--- config.mk ---
export PLATFORM = sky130hd
export DESIGN_NAME = regfile_dump
export DESIGN_NICKNAME = d
export VERILOG_FILES = /design/src/rtl/mips_dbg_pkg.sv /design/src/rtl/word_serializer.sv /design/src/rtl/regfile_dump.sv
export SDC_FILE = /design/constraint.sdc
export NUM_CORES = 1
export LEC_CHECK = 0
export CORE_MARGIN = 8
export CORE_UTILIZATION = 45
export DETAILED_ROUTE_END_ITERATION = 8
export PLACE_DENSITY = 0.75
export SLEW_MARGIN = 25
export SYNTH_ARGS = -nofsm -noshare
export SYNTH_HDL_FRONTEND = slang
export SYNTH_HIERARCHICAL = 1
export SYNTH_SLANG_ARGS = --single-unit
--- constraint.sdc ---
create_clock -name clk -period 1.74 [get_ports clk]
set_input_delay 0.174 -clock clk [delete_from_list [all_inputs] [get_ports clk]]
set_output_delay 0.174 -clock clk [all_outputs]
set_load 0.01 [all_outputs]
--- src/rtl/mips_dbg_pkg.sv ---
// Shared definitions for the MIPS debug read-out path.
// Contents: dump FSM state encoding, frame sync byte, word/byte sizing helpers.
// Ports: none (package).
package mips_dbg_pkg;

  // Dump engine states
  typedef enum logic [2:0] {
    S_IDLE,
    S_HDR,
    S_LOAD,
    S_SEND,
    S_DONE
  } dump_state_e;

  // Frame sync byte sent ahead of the first register word
  localparam logic [7:0] DUMP_HDR = 8'hA5;

  // Architectural register width and the byte count it serializes to
  localparam int DUMP_DATA_W    = 32;
  localparam int BYTES_PER_WORD = DUMP_DATA_W / 8;

  function automatic int bytes_per_word(input int data_w);
    return data_w / 8;
  endfunction

  // Byte counter width; kept at least one bit so single-byte words still elaborate
  function automatic int cnt_width(input int nbytes);
    return (nbytes > 1) ? $clog2(nbytes) : 1;
  endfunction

endpackage

--- src/rtl/word_serializer.sv ---
// Holds one DATA_W word and walks it out MSB-first, one byte per shift.
// Ports: clk/rst; load_i+word_i capture a word and clear the byte count;
//        shift_i advances one byte; byte_nxt_o is the byte that becomes current
//        after a shift; last_o flags that the current byte is the word's final one.
module word_serializer
  import mips_dbg_pkg::*;
#(
  parameter int DATA_W = DUMP_DATA_W
) (
  input  logic              clk,
  input  logic              rst,
  input  logic              load_i,
  input  logic [DATA_W-1:0] word_i,
  input  logic              shift_i,
  output logic [7:0]        byte_nxt_o,
  output logic              last_o
);

  localparam int BPW   = bytes_per_word(DATA_W);
  localparam int CNT_W = cnt_width(BPW);
  localparam logic [CNT_W-1:0] LAST_CNT = CNT_W'(BPW - 1);

  logic [DATA_W-1:0] shift_q, shift_d;
  logic [CNT_W-1:0]  cnt_q, cnt_d;

  always_comb begin
    shift_d = shift_q;
    cnt_d   = cnt_q;
    if (load_i) begin
      shift_d = word_i;
      cnt_d   = '0;
    end else if (shift_i) begin
      shift_d = shift_q << 8;
      cnt_d   = cnt_q + CNT_W'(1);
    end
  end

  always_ff @(posedge clk or posedge rst) begin
    if (rst) begin
      shift_q <= '0;
      cnt_q   <= '0;
    end else begin
      shift_q <= shift_d;
      cnt_q   <= cnt_d;
    end
  end

  // The top registers tx_data itself, so it needs the byte that will be at
  // the head of the shifter once the current one is accepted.
  generate
    if (DATA_W > 8) begin : g_multi
      assign byte_nxt_o = shift_q[DATA_W-9 -: 8];
    end else begin : g_single
      assign byte_nxt_o = 8'h00;
    end
  endgenerate

  assign last_o = (cnt_q == LAST_CNT);

endmodule

--- src/rtl/regfile_dump.sv ---
// Register-file dump engine: on start, sends HDR_BYTE then every register
// 0..NUM_REGS-1 MSB-first as a valid/ready byte stream toward the UART.
// Ports: clk/rst; start; rd_addr/rd_data spare read port; tx_data/tx_valid/
//        tx_ready byte stream; busy while a dump is in flight; done pulse at end.
module regfile_dump
  import mips_dbg_pkg::*;
#(
  parameter int         NUM_REGS = 32,
  parameter int         ADDR_W   = 5,
  parameter int         DATA_W   = 32,
  parameter logic [7:0] HDR_BYTE = DUMP_HDR
) (
  input  logic              clk,
  input  logic              rst,
  input  logic              start,
  output logic [ADDR_W-1:0] rd_addr,
  input  logic [DATA_W-1:0] rd_data,
  output logic [7:0]        tx_data,
  output logic              tx_valid,
  input  logic              tx_ready,
  output logic              busy,
  output logic              done
);

  localparam logic [ADDR_W-1:0] LAST_ADDR = ADDR_W'(NUM_REGS - 1);

  dump_state_e       state_q, state_d;
  logic [ADDR_W-1:0] rd_addr_q, rd_addr_d;
  logic [7:0]        tx_data_q, tx_data_d;
  logic              tx_valid_q, tx_valid_d;
  logic              done_q, done_d;

  logic       accept;
  logic       ser_load;
  logic       ser_shift;
  logic [7:0] ser_byte_nxt;
  logic       ser_last;

  assign accept = tx_valid_q && tx_ready;

  word_serializer #(
    .DATA_W (DATA_W)
  ) u_ser (
    .clk        (clk),
    .rst        (rst),
    .load_i     (ser_load),
    .word_i     (rd_data),
    .shift_i    (ser_shift),
    .byte_nxt_o (ser_byte_nxt),
    .last_o     (ser_last)
  );

  always_comb begin
    state_d    = state_q;
    rd_addr_d  = rd_addr_q;
    tx_data_d  = tx_data_q;
    tx_valid_d = tx_valid_q;
    done_d     = 1'b0;
    ser_load   = 1'b0;
    ser_shift  = 1'b0;

    unique case (state_q)
      S_IDLE: begin
        if (start) begin
          state_d    = S_HDR;
          rd_addr_d  = '0;
          tx_valid_d = 1'b1;
          tx_data_d  = HDR_BYTE;
        end
      end

      S_HDR: begin
        if (accept) begin
          state_d    = S_LOAD;
          tx_valid_d = 1'b0;
        end
      end

      // rd_data is sampled here only; later writes to this register are not seen.
      // The first byte is taken straight from the read port so SEND starts with
      // it already registered on tx_data.
      S_LOAD: begin
        ser_load   = 1'b1;
        state_d    = S_SEND;
        tx_valid_d = 1'b1;
        tx_data_d  = rd_data[DATA_W-1 -: 8];
      end

      S_SEND: begin
        if (accept) begin
          if (!ser_last) begin
            ser_shift = 1'b1;
            tx_data_d = ser_byte_nxt;
          end else begin
            tx_valid_d = 1'b0;
            // Terminal check before increment so rd_addr never wraps
            if (rd_addr_q == LAST_ADDR) begin
              state_d = S_DONE;
              done_d  = 1'b1;
            end else begin
              rd_addr_d = rd_addr_q + ADDR_W'(1);
              state_d   = S_LOAD;
            end
          end
        end
      end

      S_DONE: begin
        state_d = S_IDLE;
      end

      default: begin
        state_d    = S_IDLE;
        tx_valid_d = 1'b0;
      end
    endcase
  end

  always_ff @(posedge clk or posedge rst) begin
    if (rst) begin
      state_q    <= S_IDLE;
      rd_addr_q  <= '0;
      tx_data_q  <= 8'h00;
      tx_valid_q <= 1'b0;
      done_q     <= 1'b0;
    end else begin
      state_q    <= state_d;
      rd_addr_q  <= rd_addr_d;
      tx_data_q  <= tx_data_d;
      tx_valid_q <= tx_valid_d;
      done_q     <= done_d;
    end
  end

  assign rd_addr  = rd_addr_q;
  assign tx_data  = tx_data_q;
  assign tx_valid = tx_valid_q;
  assign done     = done_q;
  assign busy     = (state_q != S_IDLE);

endmodule
======== After elaboration in Yosys (flattened, before gate mapping) ========
Cells that the tools add are included.
word-level totals
  input port bits ......................... 36
  word-level logic and storage cells ...... 64
  flip-flop bits (word level) ............. 44
  output and inout bits ................... 16
operators by class
  multiplexer cells ....................... 32
  eq/ne operators ......................... 12
  add/subtract/negate cells ............... 2
  reduce and logical (&&, ||, !) cells .... 10
  bitwise gates (word level) .............. 1
operator list
  cell                   number
  $mux W24               2
  $mux W8                3
  $pmux W8 S3            1
  $mux W5                4
  $mux W3                5
  $mux W1                12
  $ne A2 B2 Y1 const B   6
  $pmux W3 S4            1
  $pmux W5 S2            1
  $reduce_and A5 Y1      2
  $reduce_and A4 Y1      2
  $eq A3 B2 Y1 const B   2
  $reduce_bool A3 Y1     2
  $add A5 B1 Y5 const B  1
  $eq A5 B5 Y1 const B   1
  $pmux W1 S5            1
  $mux W2                2
  $reduce_bool A2 Y1     2
  $eq A3 B1 Y1 const B   1
  $eq A3 B3 Y1 const B   1
  $logic_not A3 Y1       1
  $add A2 B1 Y2 const B  1
  $eq A2 B2 Y1 const B   1
  $logic_and A1 B1 Y1    1
  $not A1 Y1             1

======== Longest topological paths before layout ========
Gate-level depths: netlist of run 1.
  word-level depth ........................ 6
  gate-level depth with buffers ........... 8
  depth with buffers taken out ............ 7

======== Cells and area by module ========
Netlist of run 1, hierarchy kept.
modules (own cells, without submodules)
  module           area each (sq um)  sequential area each (sq um)  cells an instance  instances
  word_serializer  1243.7             650.6                         120                1
  regfile_dump     992.2              450.4                         94                 1

======== Least setup slack after synthesis of run 1 ========
Ideal clock, no wire load.
  path type ............................... register to register
  from .................................... register rd_addr_q[0], in the netlist rd_addr[0]
  to ...................................... register rd_addr_q[2], in the netlist rd_addr[2]
  data required time ...................... 1616 ps
  clock period less this slack ............ 1729 ps
  path slack .............................. 11 ps
  library setup time ...................... 124 ps
  cell stages (with the launch flop) ...... 7
  arrival time ............................ 1605 ps
  path buffers ............................ 0
  path through ............................ dfrtp_1 -> ha_1 -> and3_1 -> ha_1 -> inv_1 -> a41oi_4 -> a211o_1
on the way
  longest elaborated chain between the ends .. 5
  elaborated cells on any way between the ends .. 8
  classes of those cells .................. 1 x add/sub; 2 x eq/ne; 4 x mux; 1 x reduce/logical
ends and longest elaborated chain
  item                      RTL line             text
  start: declaration        regfile_dump.sv:28   logic [ADDR_W-1:0] rd_addr_q, rd_addr_d;
  start signal: assignment  regfile_dump.sv:128  rd_addr_q <= rd_addr_d;
  $add A5 B1 Y5             regfile_dump.sv:101  rd_addr_d = rd_addr_q + ADDR_W'(1);
  $mux W5                   regfile_dump.sv:97   if (rd_addr_q == LAST_ADDR) begin
  $mux W5                   regfile_dump.sv:91   if (!ser_last) begin
  $mux W5                   regfile_dump.sv:90   if (accept) begin
  $pmux W5 S2               regfile_dump.sv:62   unique case (state_q)
Several ways; a longest one is shown, not always the timed one. The select of a mux whose other input is x is not followed.
A chain may end at the register's enable or synchronous reset.

======== Final worst setup path of run 1 ========
  from .................................... register state_q[1]
  to ...................................... register u_ser.shift_q[0]
on the way
  longest elaborated chain between the ends .. 3
  elaborated cells on any way between the ends .. 6
  classes of those cells .................. 2 x eq/ne; 3 x mux; 1 x reduce/logical
ends and longest elaborated chain
  item                                                   RTL line               text
  start: declaration                                     regfile_dump.sv:27     dump_state_e state_q, state_d;
  start signal: assignment                               regfile_dump.sv:127    state_q <= state_d;
  $eq A3 B2 Y1 *                                         regfile_dump.sv:62
  $mux W1 *                                              regfile_dump.sv:62
  named net ser_load                                     regfile_dump.sv:34     logic ser_load;
  $mux W24 / $reduce_bool A2 Y1 (equally long branches)  n/a
  end signal: assignment                                 word_serializer.sv:43  shift_q <= shift_d;
  end: declaration                                       word_serializer.sv:23  logic [DATA_W-1:0] shift_q, shift_d;
The timed path passes the listed nets; every way through them passes the cells marked *.

==> results of run 1 <==
-- metal layers --
metal  up-vias  routed length, µm  global-route usage, %
met5         -                  0                      0
met1       763               2050                   16.9
met4         0                 82                   5.16
li1        839                  -                      -
met3         6                291                   4.06
met2        50               2180                   20.0
-- metrics by stage --
step | util (%) | std cells | power (µW) | instance area [µm²]
floorplan | - | 214 | 2680 | 2240
global placement | 58.4 | 323 | 3110 | 2780
detailed placement | 58.4 | 323 | 3170 | 2780
CTS | 60.8 | 334 | 3840 | 2890
global route | 61.1 | 335 | 4120 | 2910
finish | 61.1 | 335 | 3820 | 2910
-- synth_stat cells, types with 2 or more instances --
library cell and count:
buf_4 14, mux2i_1 25, dfrtp_1 44, nand2b_1 8, o21ai_0 20, nand3_1 2
buf_6 3, nor2b_1 2, and4_1 2, inv_1 4, nor3b_1 2, nand2_1 32
and3_1 3, a21oi_1 6, a22o_1 2, nor2_1 8, ha_1 4, o21ai_1 12
buf_2 2
-- registers in the layout (all words and copies together), names as in the netlist --
register / flops
done: 1
rd_addr: 5
state_q: 3
tx_data: 8
tx_valid: 1
u_ser/cnt_q: 2
u_ser/shift_q: 24
-- power by group through the flow --
stage | clock network [µW] | logic, µW | registers [µW]
global placement | 0 | 1490 | 1610
detailed placement | 0 | 1540 | 1630
global route | 731 | 1740 | 1640
finish | 649 | 1570 | 1600
floorplan | 0 | 1050 | 1640
CTS | 667 | 1570 | 1600
-- worst max-delay path by stage --
stage | cells past startpoint | startpoint | to | slack [ns]
2_1_floorplan | 6 | rd_addr[0]$_DFFE_PP0P_ | rd_addr[2]$_DFFE_PP0P_ | 0.01
3_3_place_gp | 6 | tx_ready | u_ser/shift_q[14]$_DFFE_PP0P_ | 0.06
3_5_place_dp | 6 | rd_addr[0]$_DFFE_PP0P_ | rd_addr[2]$_DFFE_PP0P_ | 0.02
4_1_cts | 2 | state_q[2]$_DFFE_PP0P_ | busy | 0.01
5_1_grt | 7 | state_q[1]$_DFFE_PP0P_ | u_ser/shift_q[0]$_DFFE_PP0P_ | 0.007
6_report | 7 | state_q[1]$_DFFE_PP0P_ | u_ser/shift_q[0]$_DFFE_PP0P_ | 0.09
-- critical path, delay by kind of cell, from the launching register on --
kind / cells / cell delay (ns)
AOI/OAI and AO/OA: 1 / 0.21
buffers and inverters: 3 / 0.48
DFF: 1 / 0.38
and+or+nand+nor: 3 / 0.47
-- repair_timing --
item / 4_1_cts / 5_1_grt
setup endpoints to repair: 1 / 2
buffers inserted: 3 / 1
resized for setup: 2 / 3
-- layout make-up --
cell class / count / area, µm²
flip-flops and latches: 44 / 1100
clock buffers: 8 / 90.1
fillers: 401 / 1850
inverters: 4 / 15.0
repair buffers: 68 / 666
well taps: 67 / 83.8
multi-input cells: 144 / 947
-- cell families after synthesis --
logic type	synth area share (%)
multiplexers	11.2
adder cells (fa/ha/maj)	2.24
AO/OA/AOI/OAI	12.6
buffers and inverters	8.62
XOR/XNOR	0.784
AND/OR/NAND/NOR	15.3
flip-flops	49.2
==> summary.md, run 1 <==
| Metric | Value |
|---|---|
| F_max | `606 MHz` |
| Total Nets Final | `307` |
| Hold Slack | `0.227 ns` |
| Die span in x | `86.5 µm` |
| CTS tree | `done` |
| Share of post-route cells with drive strength above 1 | `11.6%` |
| Crit path kind | `flip-flop to flip-flop` |
| Yosys warning total | `6` |
| Vias in the first global route | `1613` |
| Die Y | `86.5 µm` |
| RePlAce Congestion | `0.753` |
| CP Data Required Time | `1.93 ns` |
| CTS H-tree lvls | `2` |
| Clock-pin slew on the worst setup and hold paths | `0.08 ns` |
| Post-synth EDFFs | `0` |
| Buffers on Ports | `51` |
| Sw frac | `33.6%` |
| Hold Crit Class | `primary input to async pin` |
| I/O Pins | `52` |
| Worst reg2reg setup slack | `0.09 ns` |
| Reg power frac | `41.9%` |
| Sequential element share of the synthesized area | `49.2%` |
| Critical R2R Launch | `state_q[1]$_DFFE_PP0P_` |
| Most common library cell in the layout ignoring fill and taps | `clkdlybuf4s50_1` |
| DRC | `0` |
| Initial antenna violation count | `0` |
| Crit-path cells | `buf_4 > nor2b_1 > buf_4 > nor2b_2 > buf_12 > nand2b_1 > o21ai_0` |
| Gr ovfl total | `0` |
| Largest area contributor in the netlist | `dfrtp_1` |
| Startpoint class of the critical path | `flip-flop` |
| Final Slew Violations | `0` |
| Final Skew | `0.00760 ns` |
| Worst EP arrival | `1.84 ns` |
| First-pass GRT wire length | `7780 µm` |
| Crit-path slowest cell | `dfrtp_1` |
| Yosys cell types | `38` |
| Most used cell, CP | `buf_4` |
| Root Buffer | `clkbuf_8` |
| Row count | `25` |
| WL final | `4610 µm` |
| Tcrit/Tclk final | `94.9%` |
| Core ar. | `4750 µm²` |
| Worst-Margin Slew | `0.341 ns` |
| Gate Count Post-Synth | `214` |
| GRT Util Overall | `13.1%` |
| Bufs on Longest Clock Path | `2` |
| Antenna Nets Post-Route | `0` |
| Mean post-synth cell area | `10.4 µm²` |
| TNS Setup | `0 ns` |
| Clock network fraction of design power | `17.0%` |
| Switching pwr | `1280 µW` |
| Largest net degree at the start of global routing | `51` |
| R2R cell count | `7` |
| Area contributors post-synth | `dfrtp_1 (49%), mux2i_1 (11%), nand2_1 (5.4%)` |
| Status | `finished clean` |
| Worst IR Drop VDD | `0.679 mV` |
| DR WL/cell | `13.7 µm` |
| Most frequent cells in the layout | `clkdlybuf4s50_1 (50), dfrtp_1 (42), nand2_1 (32)` |
| Clk Latency, worst-skew pair | `0.29 ns` |
| Area Growth Syn to Fin | `29.9%` |
| N_diodes | `0` |
| CP endpoint kind | `flip-flop` |
| Area of the die | `7480 µm²` |
| Fin crit period | `1.65 ns` |
| Max FO, Critical Path | `50` |
| Seq cells post-synth | `44` |
| Final Hold Vio Count | `0` |
| Via density | `4.95` |
| Share of the synthesized area in the top cell type | `49.2%` |
| Num CTS Buffers | `5` |
| Final setup viols | `0` |
| Gate power share | `41.1%` |
| Vias | `1658` |
| Synthesized Nets | `254` |
| Max-Cap Viols | `0` |
| Worst Slack Setup Final | `0.0893 ns` |
| Dpl ws | `0.0224 ns` |
| Power Dens Cells | `1320 nW/µm²` |
| FFs w/ async S/R, synth | `100%` |
| Starting Density | `47.0%` |
| Leakage | `0.00127 µW` |
| Main synth FF type | `dfrtp_1` |
| Mapped Area | `2240 µm²` |
| Total clock sinks | `44` |
| R2r endpoint | `u_ser/shift_q[0]$_DFFE_PP0P_` |
| CP max stage delay | `0.38 ns` |
| CTS Hold Bufs | `0` |
| HPWL after DPL | `3350 µm` |
| RSZ-0062 raised after global routing | `no` |
| 1st-iter DRT viols | `65` |
| Int Power | `2540 µW` |
| Max-slew headroom | `77.2%` |
| DRT Pass-1 Iters | `4` |
Power figures use the tool's default switching activity.
==> run 2: changes to the inputs <==
--- a/config.mk
+++ b/config.mk
@@ -8,8 +8,9 @@
 export CORE_MARGIN = 8
 export CORE_UTILIZATION = 45
 export DETAILED_ROUTE_END_ITERATION = 8
+export GPL_TIMING_DRIVEN = 0
 export PLACE_DENSITY = 0.75
-export SLEW_MARGIN = 25
+export SKIP_LAST_GASP = 1
 export SYNTH_ARGS = -nofsm -noshare
 export SYNTH_HDL_FRONTEND = slang
 export SYNTH_HIERARCHICAL = 1
==> run 2 against run 1 <==
  * Final cell count is 5.4% higher
  * Die area unchanged
  * Wire length grew 9.7%
  * Largest cell class unchanged
  * Global-route usage is 0.43 points higher
  * Clock power increased by 31%
  * Sequential power about the same
  * Setup slack got worse by 0.030 ns
  * Clock skew decreased by 0.0053 ns
==> summary.md, run 2 (synthesis results as in run 1) <==
| Metric | Value |
|---|---|
| N_diodes | `0 (unchanged)` |
| CP Data Required Time | `1.92 ns (about the same)` |
| Startpoint class of the critical path | `flip-flop` |
| Final Skew | `0.00232 ns (-0.00528 ns)` |
| Status | `finished clean` |
| Fin util | `65.1% (+4.0 points)` |
| Total clock sinks | `44 (unchanged)` |
| WL final | `5050 µm (+9.7%)` |
| First-pass GRT wire length | `8020 µm (+3.0%)` |
| HPWL after DPL | `3670 µm (+9.8%)` |
| Num CTS Buffers | `5 (unchanged)` |
| Worst-Margin Slew | `0.970 ns (+0.629 ns)` |
| Final setup viols | `0 (unchanged)` |
| RePlAce Congestion | `0.765 (+1.6%)` |
| GRT Util Overall | `13.6% (+0.43 points)` |
| Sw frac | `32.0% (-1.6 points)` |
| Root Buffer | `clkbuf_8` |
| Layout Cells excl Fill | `353 (+5.4%)` |
| Initial antenna violation count | `0 (unchanged)` |
| Gate power share | `41.7% (+0.6 points)` |
| R2R cell count | `8 (+1)` |
| Switching pwr | `1360 µW (+5.5%)` |
| Hold Crit Class | `primary input to async pin` |
| Worst reg2reg setup slack | `0.06 ns (-0.03 ns)` |
| 1st-iter DRT viols | `54 (-17%)` |
| Share of post-route cells with drive strength above 1 | `18.9% (+7.3 points)` |
| Crit path kind | `flip-flop to flip-flop` |
| Core ar. | `4750 µm² (unchanged)` |
| Clock network fraction of design power | `20.1% (+3.1 points)` |
| Starting Density | `47.0% (unchanged)` |
| Max reg flops | `24 (unchanged)` |
| Area of the die | `7480 µm² (unchanged)` |
| Int Power | `2880 µW (+13%)` |
| Vias in the first global route | `1745 (+8.2%)` |
| Vias | `1746 (+5.3%)` |
| Clk Latency, worst-skew pair | `0.29 ns (about the same)` |
| Largest net degree at the start of global routing | `27 (-47%)` |
| DR WL/cell | `14.3 µm (+4.1%)` |
| Row count | `25 (unchanged)` |
| Final Hold Vio Count | `0 (unchanged)` |
| I/O Pins | `52 (unchanged)` |
| Hold Slack | `0.311 ns (+0.0845 ns)` |
| Die Y | `86.5 µm (unchanged)` |
| Power Dens Cells | `1370 nW/µm² (+4.0%)` |
| Reg power frac | `38.1% (-3.8 points)` |
| Total Nets Final | `325 (+5.9%)` |
| Clock-pin slew on the worst setup and hold paths | `0.08 ns (about the same)` |
| Die span in x | `86.5 µm (unchanged)` |
| Gr ovfl total | `0 (unchanged)` |
| Total power | `4230 µW (+11%)` |
| CP endpoint kind | `flip-flop` |
| Most frequent cells in the layout | `clkdlybuf4s50_1 (50), dfrtp_1 (44), nand2_1 (32)` |
| DRT Pass-1 Iters | `4 (unchanged)` |
| Critical R2R Launch | `state_q[1]$_DFFE_PP0P_` |
| Dpl cells | `332 (+2.8%)` |
| Most common library cell in the layout ignoring fill and taps | `clkdlybuf4s50_1` |
| Fin crit period | `1.68 ns (+0.0299 ns)` |
| Buffers on Ports | `51 (unchanged)` |
| Leakage | `0.00138 µW (+8.8%)` |
| Reg with most FFs | `u_ser/shift_q` |
| Bufs on Longest Clock Path | `2 (unchanged)` |
| CTS H-tree lvls | `2 (unchanged)` |
| DRC | `0 (unchanged)` |
| Max-Cap Viols | `0 (unchanged)` |
| Tcrit/Tclk final | `96.6% (+1.7 points)` |
| Final Slew Violations | `0 (unchanged)` |
| Max FO, Critical Path | `10 (-80%)` |
| Max-slew headroom | `35.3% (-42 points)` |
| CTS tree | `done` |
| Antenna Nets Post-Route | `0 (unchanged)` |
| R2r endpoint | `u_ser/shift_q[16]$_DFFE_PP0P_` |
| TNS Setup | `0 ns (unchanged)` |
| Worst IR Drop VDD | `0.592 mV (-13%)` |
| Area Growth Syn to Fin | `38.4%` |
| Via density | `4.95 (about the same)` |
| F_max | `595 MHz (-1.8%)` |
| Worst EP arrival | `1.86 ns (+0.02 ns)` |
[run 2: changes by cell type in the layout (fill, tap and decap cells not counted), moves of 2 or more]
cell      before  now
buf_4         15   26
buf_6          0    5
clkbuf_1       2    0
dfrtp_1       42   44
dfrtp_2        2    0
ha_1           3    1
ha_2           1    3
mux2i_1       25   23
mux2i_2        0    2
[run 2: routing by layer]
layer	up-vias	routed length, µm	global-route usage (%)	part of all wire [%]
met5	-	0	0	0
met1	822	2240	16.4	44
met2	44	2430	22.0	48
li1	873	-	-	-
met3	7	285	3.88	5.6
met4	0	97	5.63	1.9
[run 2: critical path, stage by stage, from the launching register on]
cell and delay, ns:
dfrtp_1 0.35, buf_6 0.13, nor2b_1 0.15, buf_4 0.16
and3_1 0.17, buf_6 0.15, buf_12 0.15, mux2i_2 0.23
o21ai_1 0.08
[run 2: cell type report]
cell class              count  area [µm²]
inverters                   4        15.0
repair buffers             65         614
plain buffers              21         184
clock inverters             1        30.0
fillers                   392        1660
flip-flops and latches     44        1100
multi-input cells         144         970
well taps                  67        83.8
clock buffers               7        96.3
[run 2: worst max-delay path by stage]
stage / from / end / slack [ns] / cells after the start
CTS: state_q[1]$_DFFE_PP0P_ / u_ser/shift_q[22]$_DFFE_PP0P_ / 0.009 / 8
detailed placement: tx_ready / u_ser/cnt_q[1]$_DFFE_PP0P_ / -0.17 / 8
finish: state_q[1]$_DFFE_PP0P_ / u_ser/shift_q[16]$_DFFE_PP0P_ / 0.06 / 8
floorplan: rd_addr[0]$_DFFE_PP0P_ / rd_addr[2]$_DFFE_PP0P_ / 0.01 / 6
global placement: tx_ready / u_ser/cnt_q[1]$_DFFE_PP0P_ / -0.16 / 8
global route: state_q[1]$_DFFE_PP0P_ / u_ser/shift_q[16]$_DFFE_PP0P_ / -0.03 / 8
[run 2: through the flow]
stage	worst slack [ns]	area, µm²
2_1_floorplan	0.0106	2240
3_3_place_gp	-0.159	2830
3_5_place_dp	-0.173	2830
4_1_cts	0.00874	2980
5_1_grt	-0.0250	3090
6_report	0.0594	3090
[run 2: power by group through the flow]
| stage | registers, µW | logic (µW) | clock network [µW] |
|---|---|---|---|
| 6_report | 1610 | 1770 | 852 |
| 5_1_grt | 1660 | 1950 | 917 |
| 4_1_cts | 1610 | 1680 | 862 |
| 3_5_place_dp | 1630 | 1630 | 0 |
| 3_3_place_gp | 1620 | 1590 | 0 |
| 2_1_floorplan | 1640 | 1050 | 0 |
[run 2: what timing repair did]
action | in CTS | in global routing
buffers inserted | 1 | 13
pin swaps | 0 | 0
gates resized for setup | 8 | 6
hold buffers | 0 | 0
setup endpoints to repair | 30 | 27
endpoints found under the hold margin | 0 | 0
==> run 3: changes to the inputs <==
--- a/config.mk
+++ b/config.mk
@@ -5,12 +5,11 @@
 export SDC_FILE = /design/constraint.sdc
 export NUM_CORES = 1
 export LEC_CHECK = 0
-export CORE_MARGIN = 8
+export CORE_MARGIN = 10
 export CORE_UTILIZATION = 45
 export DETAILED_ROUTE_END_ITERATION = 8
 export GPL_TIMING_DRIVEN = 0
 export PLACE_DENSITY = 0.75
-export SKIP_LAST_GASP = 1
 export SYNTH_ARGS = -nofsm -noshare
 export SYNTH_HDL_FRONTEND = slang
 export SYNTH_HIERARCHICAL = 1
==> run 3 against run 2 <==
  * Combinational power increased by 6%
  * Critical path type unchanged
  * Hold slack better by 0.0075 ns
  * Via count down 2.0%
  * Sequential cell count did not move
  * Die area rose by 9.5%
  * Non-clock buffer count down 2
  * Total power grew 7.8%
  * Clock-buffer cell count decreased by 2
==> summary.md, run 3 (synthesis results as in run 1) <==
| Metric | Value |
|---|---|
| Status | `finished clean` |
| Final Cell Area | `3160 µm² (+2.0%)` |
| Buffers on Ports | `51 (unchanged)` |
| CTS Hold Bufs | `0 (unchanged)` |
| Startpoint class of the critical path | `flip-flop` |
| Antenna Nets Post-Route | `0 (unchanged)` |
| WL final | `5130 µm (+1.6%)` |
| Final Skew | `0.00611 ns (+0.00379 ns)` |
| # fillers | `381 (-2.8%)` |
| Most common library cell in the layout ignoring fill and taps | `clkdlybuf4s50_1` |
| Bufs on Longest Clock Path | `2 (unchanged)` |
| Crit path kind | `flip-flop to flip-flop` |
| CTS H-tree lvls | `2 (unchanged)` |
| RePlAce Congestion | `0.830 (+8.5%)` |
| Max-slew headroom | `35.0% (-0.25 points)` |
| Switching pwr | `1390 µW (+2.7%)` |
| Vias | `1711 (-2.0%)` |
| Reg power frac | `35.4% (-2.7 points)` |
| Max FO, Critical Path | `5 (-5)` |
| F_max | `603 MHz (+1.4%)` |
| Dpl cells | `332 (unchanged)` |
| I/O Pins | `52 (unchanged)` |
| Vias in the first global route | `1817 (+4.1%)` |
| Sw frac | `30.5% (-1.5 points)` |
| Gate power share | `41.1% (-0.6 points)` |
| First-pass GRT wire length | `8830 µm (+10%)` |
| CP Data Required Time | `1.92 ns (about the same)` |
| Starting Density | `47.0% (unchanged)` |
| HPWL after DPL | `3770 µm (+2.6%)` |
| Area Growth Syn to Fin | `41.1%` |
| Fin crit period | `1.66 ns (-0.0228 ns)` |
| Int Power | `3170 µW (+10%)` |
| Reg with most FFs | `u_ser/shift_q` |
| Power Dens Cells | `1450 nW/µm² (+5.7%)` |
| Initial antenna violation count | `0 (unchanged)` |
| Most frequent cells in the layout | `clkdlybuf4s50_1 (50), dfrtp_1 (44), nand2_1 (32)` |
| Worst IR Drop VDD | `0.601 mV (+1.5%)` |
| Final setup viols | `0 (unchanged)` |
| Placed Area | `2830 µm² (unchanged)` |
| Tcrit/Tclk final | `95.3% (-1.3 points)` |
| Leakage | `0.00140 µW (+1.2%)` |
| Share of post-route cells with drive strength above 1 | `19.0% (+0.13 points)` |
| Worst-Margin Slew | `0.974 ns (+0.00381 ns)` |
| Final Slew Violations | `0 (unchanged)` |
| Final Hold Vio Count | `0 (unchanged)` |
| DR WL/cell | `14.6 µm (+2.2%)` |
| Gr ovfl total | `0 (unchanged)` |
| 1st-iter DRT viols | `58 (+7.4%)` |
| Layout Cells excl Fill | `351 (-0.57%)` |
| Fin util | `66.4% (+1.3 points)` |
| DRC | `0 (unchanged)` |
| Worst EP arrival | `1.84 ns (-0.02 ns)` |
| GRT Util Overall | `12.9% (-0.66 points)` |
| CTS tree | `done` |
| Total Nets Final | `323 (-0.62%)` |
| DRT Pass-1 Iters | `4 (unchanged)` |
| Hold Slack | `0.319 ns (+0.00755 ns)` |
| Max reg flops | `24 (unchanged)` |
| Die Y | `90.5 µm (+4.6%)` |
| Max-Cap Viols | `0 (unchanged)` |
| Largest net degree at the start of global routing | `27 (unchanged)` |
| Clk Latency, worst-skew pair | `0.30 ns (about the same)` |
| Clock-pin slew on the worst setup and hold paths | `0.08 ns (about the same)` |
| Clock network fraction of design power | `23.5% (+3.4 points)` |
| Total clock sinks | `44 (unchanged)` |
| Area of the die | `8190 µm² (+9.5%)` |
| N_diodes | `0 (unchanged)` |
| Root Buffer | `clkbuf_8` |
| Die span in x | `90.5 µm (+4.6%)` |
| Core ar. | `4750 µm² (unchanged)` |
| Row count | `25 (unchanged)` |
| Via density | `4.87 (-1.4%)` |
| Num CTS Buffers | `5 (unchanged)` |
| CP endpoint kind | `flip-flop` |
| Hold Crit Class | `primary input to async pin` |
==> run 3: cell count changes in the layout (fill, tap and decap cells not counted), sizes merged <==
cell	before	now
bufinv	1	3
buf	33	30
clkbuf	9	8
==> run 3: cell type report <==
type / instances / area [µm²] / area share, %
Buffer: 22 / 198 / 6.26
Clock buffer: 5 / 68.8 / 2.18
Clock inverter: 3 / 90.1 / 2.85
Inverter: 4 / 15.0 / 0.476
Multi-Input combinational cell: 144 / 977 / 31.0
Sequential cell: 44 / 1100 / 34.9
Tap cell: 67 / 83.8 / 2.66
Timing Repair Buffer: 62 / 622 / 19.7
==> run 3: layer usage <==
metal | vias to the layer above | wire length, µm | global-route usage (%)
met4 | 0 | 57 | 4.38
met2 | 45 | 2500 | 21.0
met5 | - | 0 | 0
met3 | 4 | 258 | 3.66
met1 | 796 | 2310 | 16.0
li1 | 866 | - | -
==> run 3: worst paths after layout <==
check / start / endpoint / slack, ns / depth (start not counted)
worst max-delay path: rd_addr[0]$_DFFE_PP0P_ / rd_addr[2]$_DFFE_PP0P_ / 0.08 / 6
worst min-delay path: rst / tx_data[4]$_DFFE_PP0P_ / 0.32 / 2
worst max register to register: rd_addr[0]$_DFFE_PP0P_ / rd_addr[2]$_DFFE_PP0P_ / 0.08 / 6
worst min register to register: tx_data[1]$_DFFE_PP0P_ / tx_data[1]$_DFFE_PP0P_ / 0.52 / 2
max in group asynchronous: rst / u_ser/shift_q[20]$_DFFE_PP0P_ / 0.71 / 2
min in group clk: rd_data[8] / u_ser/shift_q[8]$_DFFE_PP0P_ / 0.41 / 3
==> run 3: what timing repair did <==
item	CTS	global route
resized for setup	8	12
setup endpoints to repair	28	28
buffers inserted	2	8
pin swaps	0	1
cloned	0	1
==> run 3: worst max-delay path, stage by stage (launching register included) <==
cell	delay [ns]
dfrtp_1	0.39
ha_1	0.23
and3_4	0.19
ha_2	0.19
inv_2	0.09
a41oi_4	0.15
a211o_1	0.31
==> run 3: stage by stage <==
| step | setup TNS (ns) | total power (µW) | setup WS, ns |
|---|---|---|---|
| floorplan | 0 | 2680 | 0.0106 |
| global placement | -3.02 | 3210 | -0.156 |
| detailed placement | -3.46 | 3270 | -0.163 |
| CTS | 0 | 4410 | 0.00770 |
| global route | -0.0171 | 4890 | -0.0171 |
| finish | 0 | 4560 | 0.0822 |
==> run 3: power groups by stage <==
stage	logic, µW	registers (µW)	clock network [µW]
after CTS	1710	1600	1090
after global routing	2090	1660	1140
after floorplan	1050	1640	0
after global placement	1590	1620	0
after detailed placement	1630	1640	0
final	1880	1610	1070
